[src/rtl/udp_tx.sv]
// UDP transmit framer: latches ports/length on start, emits the 8-byte header and then
// forwards the payload from an upstream source as one contiguous N-bit-per-beat stream.
module udp_tx #(
    parameter int N           = 2,
    parameter int MAX_PAYLOAD = 1472
) (
    input  logic         clk,
    input  logic         rst_n,
    input  logic         start,
    input  logic [15:0]  src_port_in,
    input  logic [15:0]  dst_port_in,
    input  logic [15:0]  payload_length_in,
    input  logic         axiiv,
    input  logic [N-1:0] axiid,
    output logic         axiir,
    output logic         axiov,
    output logic [N-1:0] axiod,
    output logic         busy,
    output logic         done,
    output logic         error
);

    localparam int LOG2N     = $clog2(N);
    localparam int HDR_BEATS = 64 / N;
    localparam int MAX_BEATS = (MAX_PAYLOAD + 8) * 8 / N;
    localparam int CNT_W_RAW = $clog2(MAX_BEATS + 1);
    localparam int CNT_W     = (CNT_W_RAW < 8) ? 8 : CNT_W_RAW;

    localparam logic [CNT_W-1:0] H_LAST  = CNT_W'(HDR_BEATS);
    localparam logic [15:0]      MAX_LEN = 16'(MAX_PAYLOAD);

    typedef enum logic [1:0] {
        S_IDLE,
        S_HEADER,
        S_PAYLOAD,
        S_DONE
    } state_t;

    state_t           r_state;
    logic [CNT_W-1:0] r_cnt;
    logic [CNT_W-1:0] r_pbeats;
    logic [63:0]      r_hdr;
    logic             r_axiov;
    logic [N-1:0]     r_axiod;
    logic             r_busy;
    logic             r_done;
    logic             r_error;

    state_t           w_state_nxt;
    logic [CNT_W-1:0] w_cnt_nxt;
    logic [CNT_W-1:0] w_pbeats_nxt;
    logic [63:0]      w_hdr_nxt;
    logic             w_axiov_nxt;
    logic [N-1:0]     w_axiod_nxt;
    logic             w_busy_nxt;
    logic             w_done_nxt;
    logic             w_error_nxt;
    logic             w_axiir;
    logic             w_len_ok;
    logic [15:0]      w_udp_len;
    logic [63:0]      w_hdr_new;
    logic [CNT_W-1:0] w_pbeats_in;

    assign w_len_ok    = (payload_length_in <= MAX_LEN);
    assign w_udp_len   = payload_length_in + 16'd8;
    assign w_hdr_new   = {src_port_in, dst_port_in, w_udp_len, 16'h0000};
    // Payload beats = bytes * 8 / N; only stored when the length was accepted, so it fits.
    assign w_pbeats_in = CNT_W'(({16'd0, payload_length_in} << 3) >> LOG2N);

    // The first payload transfer overlaps the last header beat, hence ready in HEADER too.
    always_comb begin
        w_axiir = 1'b0;
        case (r_state)
            S_HEADER:  w_axiir = (r_cnt == H_LAST) && (r_pbeats != '0);
            S_PAYLOAD: w_axiir = (r_cnt != r_pbeats);
            default:   w_axiir = 1'b0;
        endcase
    end

    always_comb begin
        w_state_nxt  = r_state;
        w_cnt_nxt    = r_cnt;
        w_pbeats_nxt = r_pbeats;
        w_hdr_nxt    = r_hdr;
        w_axiov_nxt  = 1'b0;
        w_axiod_nxt  = '0;
        w_done_nxt   = 1'b0;
        w_error_nxt  = 1'b0;

        case (r_state)
            S_IDLE: begin
                if (start) begin
                    if (w_len_ok) begin
                        w_state_nxt  = S_HEADER;
                        w_cnt_nxt    = CNT_W'(1);
                        w_pbeats_nxt = w_pbeats_in;
                        w_axiov_nxt  = 1'b1;
                        w_axiod_nxt  = w_hdr_new[63 -: N];
                        w_hdr_nxt    = w_hdr_new << N;
                    end else begin
                        w_error_nxt = 1'b1;
                    end
                end
            end

            S_HEADER: begin
                if (r_cnt != H_LAST) begin
                    w_cnt_nxt   = r_cnt + CNT_W'(1);
                    w_axiov_nxt = 1'b1;
                    w_axiod_nxt = r_hdr[63 -: N];
                    w_hdr_nxt   = r_hdr << N;
                end else if (r_pbeats == '0) begin
                    w_state_nxt = S_DONE;
                    w_done_nxt  = 1'b1;
                end else if (axiiv) begin
                    w_state_nxt = S_PAYLOAD;
                    w_cnt_nxt   = CNT_W'(1);
                    w_axiov_nxt = 1'b1;
                    w_axiod_nxt = axiid;
                end else begin
                    w_state_nxt  = S_IDLE;
                    w_error_nxt  = 1'b1;
                    w_cnt_nxt    = '0;
                    w_pbeats_nxt = '0;
                    w_hdr_nxt    = '0;
                end
            end

            S_PAYLOAD: begin
                if (!w_axiir) begin
                    w_state_nxt = S_DONE;
                    w_done_nxt  = 1'b1;
                end else if (axiiv) begin
                    w_cnt_nxt   = r_cnt + CNT_W'(1);
                    w_axiov_nxt = 1'b1;
                    w_axiod_nxt = axiid;
                end else begin
                    w_state_nxt  = S_IDLE;
                    w_error_nxt  = 1'b1;
                    w_cnt_nxt    = '0;
                    w_pbeats_nxt = '0;
                    w_hdr_nxt    = '0;
                end
            end

            S_DONE: begin
                w_state_nxt  = S_IDLE;
                w_cnt_nxt    = '0;
                w_pbeats_nxt = '0;
                w_hdr_nxt    = '0;
            end

            default: begin
                w_state_nxt = S_IDLE;
            end
        endcase

        w_busy_nxt = (w_state_nxt == S_HEADER) || (w_state_nxt == S_PAYLOAD);
    end

    always_ff @(posedge clk or negedge rst_n) begin
        if (!rst_n) begin
            r_state  <= S_IDLE;
            r_cnt    <= '0;
            r_pbeats <= '0;
            r_hdr    <= '0;
            r_axiov  <= 1'b0;
            r_axiod  <= '0;
            r_busy   <= 1'b0;
            r_done   <= 1'b0;
            r_error  <= 1'b0;
        end else begin
            r_state  <= w_state_nxt;
            r_cnt    <= w_cnt_nxt;
            r_pbeats <= w_pbeats_nxt;
            r_hdr    <= w_hdr_nxt;
            r_axiov  <= w_axiov_nxt;
            r_axiod  <= w_axiod_nxt;
            r_busy   <= w_busy_nxt;
            r_done   <= w_done_nxt;
            r_error  <= w_error_nxt;
        end
    end

    assign axiir = w_axiir;
    assign axiov = r_axiov;
    assign axiod = r_axiod;
    assign busy  = r_busy;
    assign done  = r_done;
    assign error = r_error;

endmodule
[config.mk]
export PLATFORM = sky130hd
export DESIGN_NAME = udp_tx
export DESIGN_NICKNAME = d
export VERILOG_FILES = /design/src/rtl/udp_tx.sv
export SDC_FILE = /design/constraint.sdc
export NUM_CORES = 1
export LEC_CHECK = 0
export CAP_MARGIN = 40
export CELL_PAD_IN_SITES_DETAIL_PLACEMENT = 0
export CELL_PAD_IN_SITES_GLOBAL_PLACEMENT = 1
export CORE_ASPECT_RATIO = 1.5
export CORE_MARGIN = 2
export CORE_UTILIZATION = 35
export DETAILED_ROUTE_END_ITERATION = 10
export GPL_TIMING_DRIVEN = 0
export PLACE_DENSITY_LB_ADDON = 0.1
export SLEW_MARGIN = 0
export SYNTH_ARGS = -nofsm -noshare
export SYNTH_HDL_FRONTEND = slang
export SYNTH_SLANG_ARGS = --single-unit
export TNS_END_PERCENT = 10
[constraint.sdc]
create_clock -name clk -period 3.1 [get_ports clk]
set_input_delay 0.775 -clock clk [delete_from_list [all_inputs] [get_ports clk]]
set_output_delay 0.775 -clock clk [all_outputs]
set_load 0.02 [all_outputs]
# Word level (Yosys, flattened, before mapping)
# Cells that the tools add are included.
# totals
wordCells,89
register_bits,98
# op_classes
n_addsub,2
n_reduce_logical,7
mux,56
n_eq_ne,14
n_lt_le_gt_ge,1
# op_table
cell,count
two-way mux 64 bit,6
case mux 64 bit (4 select lines),1
two-way mux 13 bit,12
case mux 13 bit (4 select lines),2
two-way mux 2 bit,13
"adder 16 x 4 -> 16 bit, second input constant",1
"less-or-equal comparator 16 x 11 -> 1 bit, second input constant",1
two-way mux 1 bit,16
"adder 13 x 1 -> 13 bit, second input constant",1
"equality test 13 x 6 -> 1 bit, second input constant",1
zero test 13 bit,1
inequality test 13 bit,1
"inequality test 13 x 6 -> 1 bit, second input constant",1
nonzero test 13 bit,1
"inequality test 2 bit, second input constant",5
case mux 2 bit (4 select lines),1
"equality test 2 bit, second input constant",3
case mux 1 bit (3 select lines),2
case mux 2 bit (3 select lines),1
AND reduction 5 bit,1
"equality test 2 x 1 -> 1 bit, second input constant",2
case mux 1 bit (2 select lines),2
AND reduction 4 bit,1
"inequality test 3 bit, second input constant",1
3 further kinds,3

# Logic depth before layout (Yosys ltp)
# logic_depth
word_depth,7
ltp_mapped,11
mapped_depth_nobuf,8

# Worst setup path before layout
# No wires, ideal clock.
# synth_timing
kind,input to register
start,input payload_length_in[1]
end,register r_hdr[10]
setup_ns,0.121
stages,9
path_slack_ns,0.474
arrival_ns,2.505
cell_sequence,nor4_1 -> a21oi_1 -> o31a_1 -> a211o_1 -> buf_2 -> a31o_1 -> buf_6 -> buf_6 -> a22o_1
# synth_between
elab_chain_cells,3
# synth_lines
item,line_no,source
from (decl),12,"input logic [15:0] payload_length_in,"
less-or-equal comparator 16 x 11 -> 1 bit,64,assign w_len_ok = (payload_length_in <= MAX_LEN);
inequality test 2 bit (no source line),n/a,
AND reduction 4 bit (no source line),n/a,
to (signal assigned),176,r_hdr <= w_hdr_nxt;
to (decl),42,logic [63:0] r_hdr;
# Every way passes these cells.
# A chain may end at the register's enable or synchronous reset.

# Worst setup path in the final report
# layout_timing
start,input payload_length_in[14]
end,register r_hdr[15]
# Same word-level chain as after synthesis.

==> impl_metrics.sql <==
INSERT INTO impl_metrics (metric_group, metric, value, unit) VALUES
('outcome', 'outcome', 'finished clean', ''),
('logic_synthesis', 'synth_largest_type_area_fraction', '0.484', ''),
('worst_setup_path', 'setup.worst_path.class', 'in -> reg', ''),
('placement', 'dp.final_hpwl', '10000', 'µm'),
('clock_tree', 'htreeDepth', '3', ''),
('final_layout', 'design.final.nets', '606', ''),
('drt', 'number_of_drc_violations_after_detailed_routing_iteration_0', '149', ''),
('final_layout', 'antenna_cells_inserted', '0', ''),
('final_layout', 'drive_above_1_share', '0.0765', ''),
('logic_synthesis', 'yosysSeqAreaShare', '0.484', ''),
('pwr', 'ir_drop', '0.479', 'mV'),
('drt', 'routed_wl', '13700', 'µm'),
('drt', 'firstDrtPassIters', '4', ''),
('sta', 'final_period_minus_worst_setup_slack', '2940', 'ps'),
('logic_synthesis', 'netlist_top_cells_area', 'dfrtp_1 48%, o2bb2ai_1 8.3%, a22oi_1 7.0%', ''),
('clock_tree', 'clk_path_buf_depth', '2', ''),
('sta', 'max_freq', '340', 'MHz'),
('clock_tree', 'numClockSinks', '96', ''),
('worst_setup_path', 'timing.critical_path.required', '3340', 'ps'),
('logic_synthesis', 'post_synth.cell_area_avg', '10.5', 'µm²'),
('worst_setup_path', 'cp_top_family', 'compound AO/OA/AOI/OAI gates', ''),
('final_layout', 'final_cell_area', '0.00609', 'mm²'),
('final_layout', 'n_fill_cell', '1372', ''),
('worst_setup_path', 'path_cells', 'clkdlybuf4s50_1 -> nor3_1 -> nand3_2 -> o31a_1 -> a211o_1 -> buf_2 -> a31o_1 -> buf_6 -> buf_6 -> a22o_1', ''),
('worst_setup_path', 'crit_path_max_fanout', '10', ''),
('logic_synthesis', 'dominantRegCellSynth', 'dfrtp_1', ''),
('clock_tree', 'worst_skew_pair.late_latency', '350', 'ps'),
('sta', 'finalHoldViolations', '0', ''),
('clock_tree', 'cts_tree', 'built', ''),
('placement', 'dpl.cell_count', '698', ''),
('logic_synthesis', 'mappedNetlistArea', '0.00497', 'mm²'),
('grt', 'grt_start_max_net_pins', '63', ''),
('placement', 'placed_area', '0.00579', 'mm²'),
('floorplan', 'placement_rows', '53', ''),
('grt', 'grt_first_pass_wirelength', '22100', 'µm'),
('clock_tree', 'cts_buffers', '9', ''),
('worst_setup_path', 'standard_cell_with_the_maximum_stage_delay_on_the_critical_path', 'clkdlybuf4s50_1', ''),
('pwr', 'power.total', '0.00548', 'W'),
('worst_setup_path', 'crit_path_end_kind', 'flop', ''),
('flow_run', 'max_cap_viol_count', '0', ''),
('placement', 'io_buffers', '59', ''),
('logic_synthesis', 'yosys.cell_count.top_type', 'dfrtp_1', ''),
('final_layout', 'instances_no_fill', '714', ''),
('logic_synthesis', 'yosys_warnings', '0', ''),
('worst_setup_path', 'cp-startpoint', 'payload_length_in[14]', ''),
('drt', 'detail_route.drc_violations', '0', ''),
('clock_tree', 'clk_pin_slew', '70', 'ps'),
('logic_synthesis', 'synth_top_cell_by_area', 'dfrtp_1', ''),
('logic_synthesis', 'synthesis.instances', '473', ''),
('worst_setup_path', 'path_buf_inv', '4', ''),
('floorplan', 'core-area', '0.0139', 'mm²'),
('pwr', 'power_per_cell_area', '899', 'mW/mm²'),
('grt', 'antenna_found_initial', '0', ''),
('worst_setup_path', 'timing.rr.start', 'r_cnt[0]', ''),
('drt', 'met3WireLength', '338', 'µm'),
('pwr', 'cellLeakagePower', '2.58', 'nW'),
('drt', 'number_of_vias_per_cell', '5.59', ''),
('floorplan', 'die-area', '0.0152', 'mm²'),
('sta', 'pin_slew_with_the_least_headroom_to_its_limit', '733', 'ps'),
('sta', 'setup_slack', '155', 'ps'),
('placement', 'gp_congestion', '0.824', ''),
('clock_tree', 'number_of_hold_buffers_added_after_cts', '0', ''),
('sta', 'rsz_0062_raised_after_global_routing', 'false', ''),
('final_layout', 'synth_to_final_area_change', '22.6', '%'),
('sta', 'drv_slew', '0', ''),
('worst_setup_path', 'worstPathArrival', '3180', 'ps'),
('worst_setup_path', 'worst_path_most_repeated_cell', 'buf_6', ''),
('drt', 'vias_after_detailed_routing', '3991', ''),
('placement', 'place_ws', '-464', 'ps'),
('sta', 'finalCritPeriodShare', '0.950', ''),
('drt', 'met1_length', '5750', 'µm');
==> through the flow <==
stage / util / TNS, ps / hold WS [ps]
floorplan: - / 0 / 454
global placement: 0.414 / -265950 / 471
detailed placement: 0.416 / -33030 / 473
CTS: 0.437 / 0 / 391
global route: 0.437 / 0 / 411
finish: 0.437 / 0 / 373
==> state kept, by name, summed over array words and instances (netlist names) <==
register and count:
r_hdr 64, r_cnt 13, r_pbeats 11, axiod 2
r_state 2, axiov 1, busy 1, done 1
error 1
==> what timing repair did <==
| action | CTS | global route |
|---|---|---|
| buffers inserted | 1 | 0 |
| gates resized for setup | 7 | 6 |
| pin swaps | 1 | 1 |
| setup endpoints to repair | 61 | 55 |
==> final cells by class <==
class | count | area, µm² | share of cell area
clock buffer | 9 | 225 | 0.0370
clock inverter | 7 | 53.8 | 0.00883
inverter | 26 | 97.6 | 0.0160
tap | 165 | 206 | 0.0339
multi-input combinational | 315 | 2310 | 0.380
buffer | 35 | 171 | 0.0281
timing repair buffer | 61 | 621 | 0.102
sequential | 96 | 2400 | 0.394
==> cell usage in the layout, fill, tap and decap left out, types with 3 or more instances in the layout <==
cell,Yosys,layout
o22ai_1,3,3
clkbuf_16,0,9
clkdlybuf4s50_1,0,53
and3_1,12,12
clkbuf_1,25,23
nand2b_1,5,5
inv_1,26,26
nand2_1,30,30
mux2i_1,11,11
xor2_1,8,8
nor3_1,7,6
buf_6,4,4
a22oi_1,46,46
o21ai_0,20,20
nor2_1,15,15
xnor2_1,16,16
buf_2,7,7
ha_1,8,8
dfrtp_1,96,96
nand4_1,5,5
a21oi_1,6,5
a22o_1,18,18
o2bb2ai_1,47,47
o31ai_1,5,5
a32oi_1,3,3
nand3_1,10,9
and2_1,3,3
==> worst paths after layout <==
| kind | end | slack (ps) | cells past startpoint |
|---|---|---|---|
| min in group clk | r_hdr[2] | 490 | 1 |
| worst min register to register | r_hdr[2] | 490 | 1 |
| max in group asynchronous | r_hdr[55] | 2040 | 2 |
| worst max register to register | r_hdr[15] | 220 | 12 |
| worst min-delay path | r_pbeats[9] | 370 | 1 |
| worst max-delay path | r_hdr[15] | 160 | 10 |
==> where the power goes <==
| group | switching, W | internal, W |
|---|---|---|
| Combinational | 0.00159 | 0.000998 |
| Clock | 0.000523 | 0.000553 |
| Sequential | 0.000219 | 0.00159 |
| Total | 0.00234 | 0.00314 |
==> metal layers <==
metal | GRT usage | up-vias
li1 | - | 1911
met1 | 0.236 | 2007
met2 | 0.338 | 61
met3 | 0.0224 | 12
met4 | 0.0547 | 0
met5 | 0 | -
==> logic make-up after synthesis <==
logic type	synth area share
compound gates	0.256
xor+xnor	0.0423
fa+ha+maj	0.0201
buf+inv	0.0546
flops	0.484
mux	0.0222
simple gates	0.121
(Power assumes the default switching activity.)
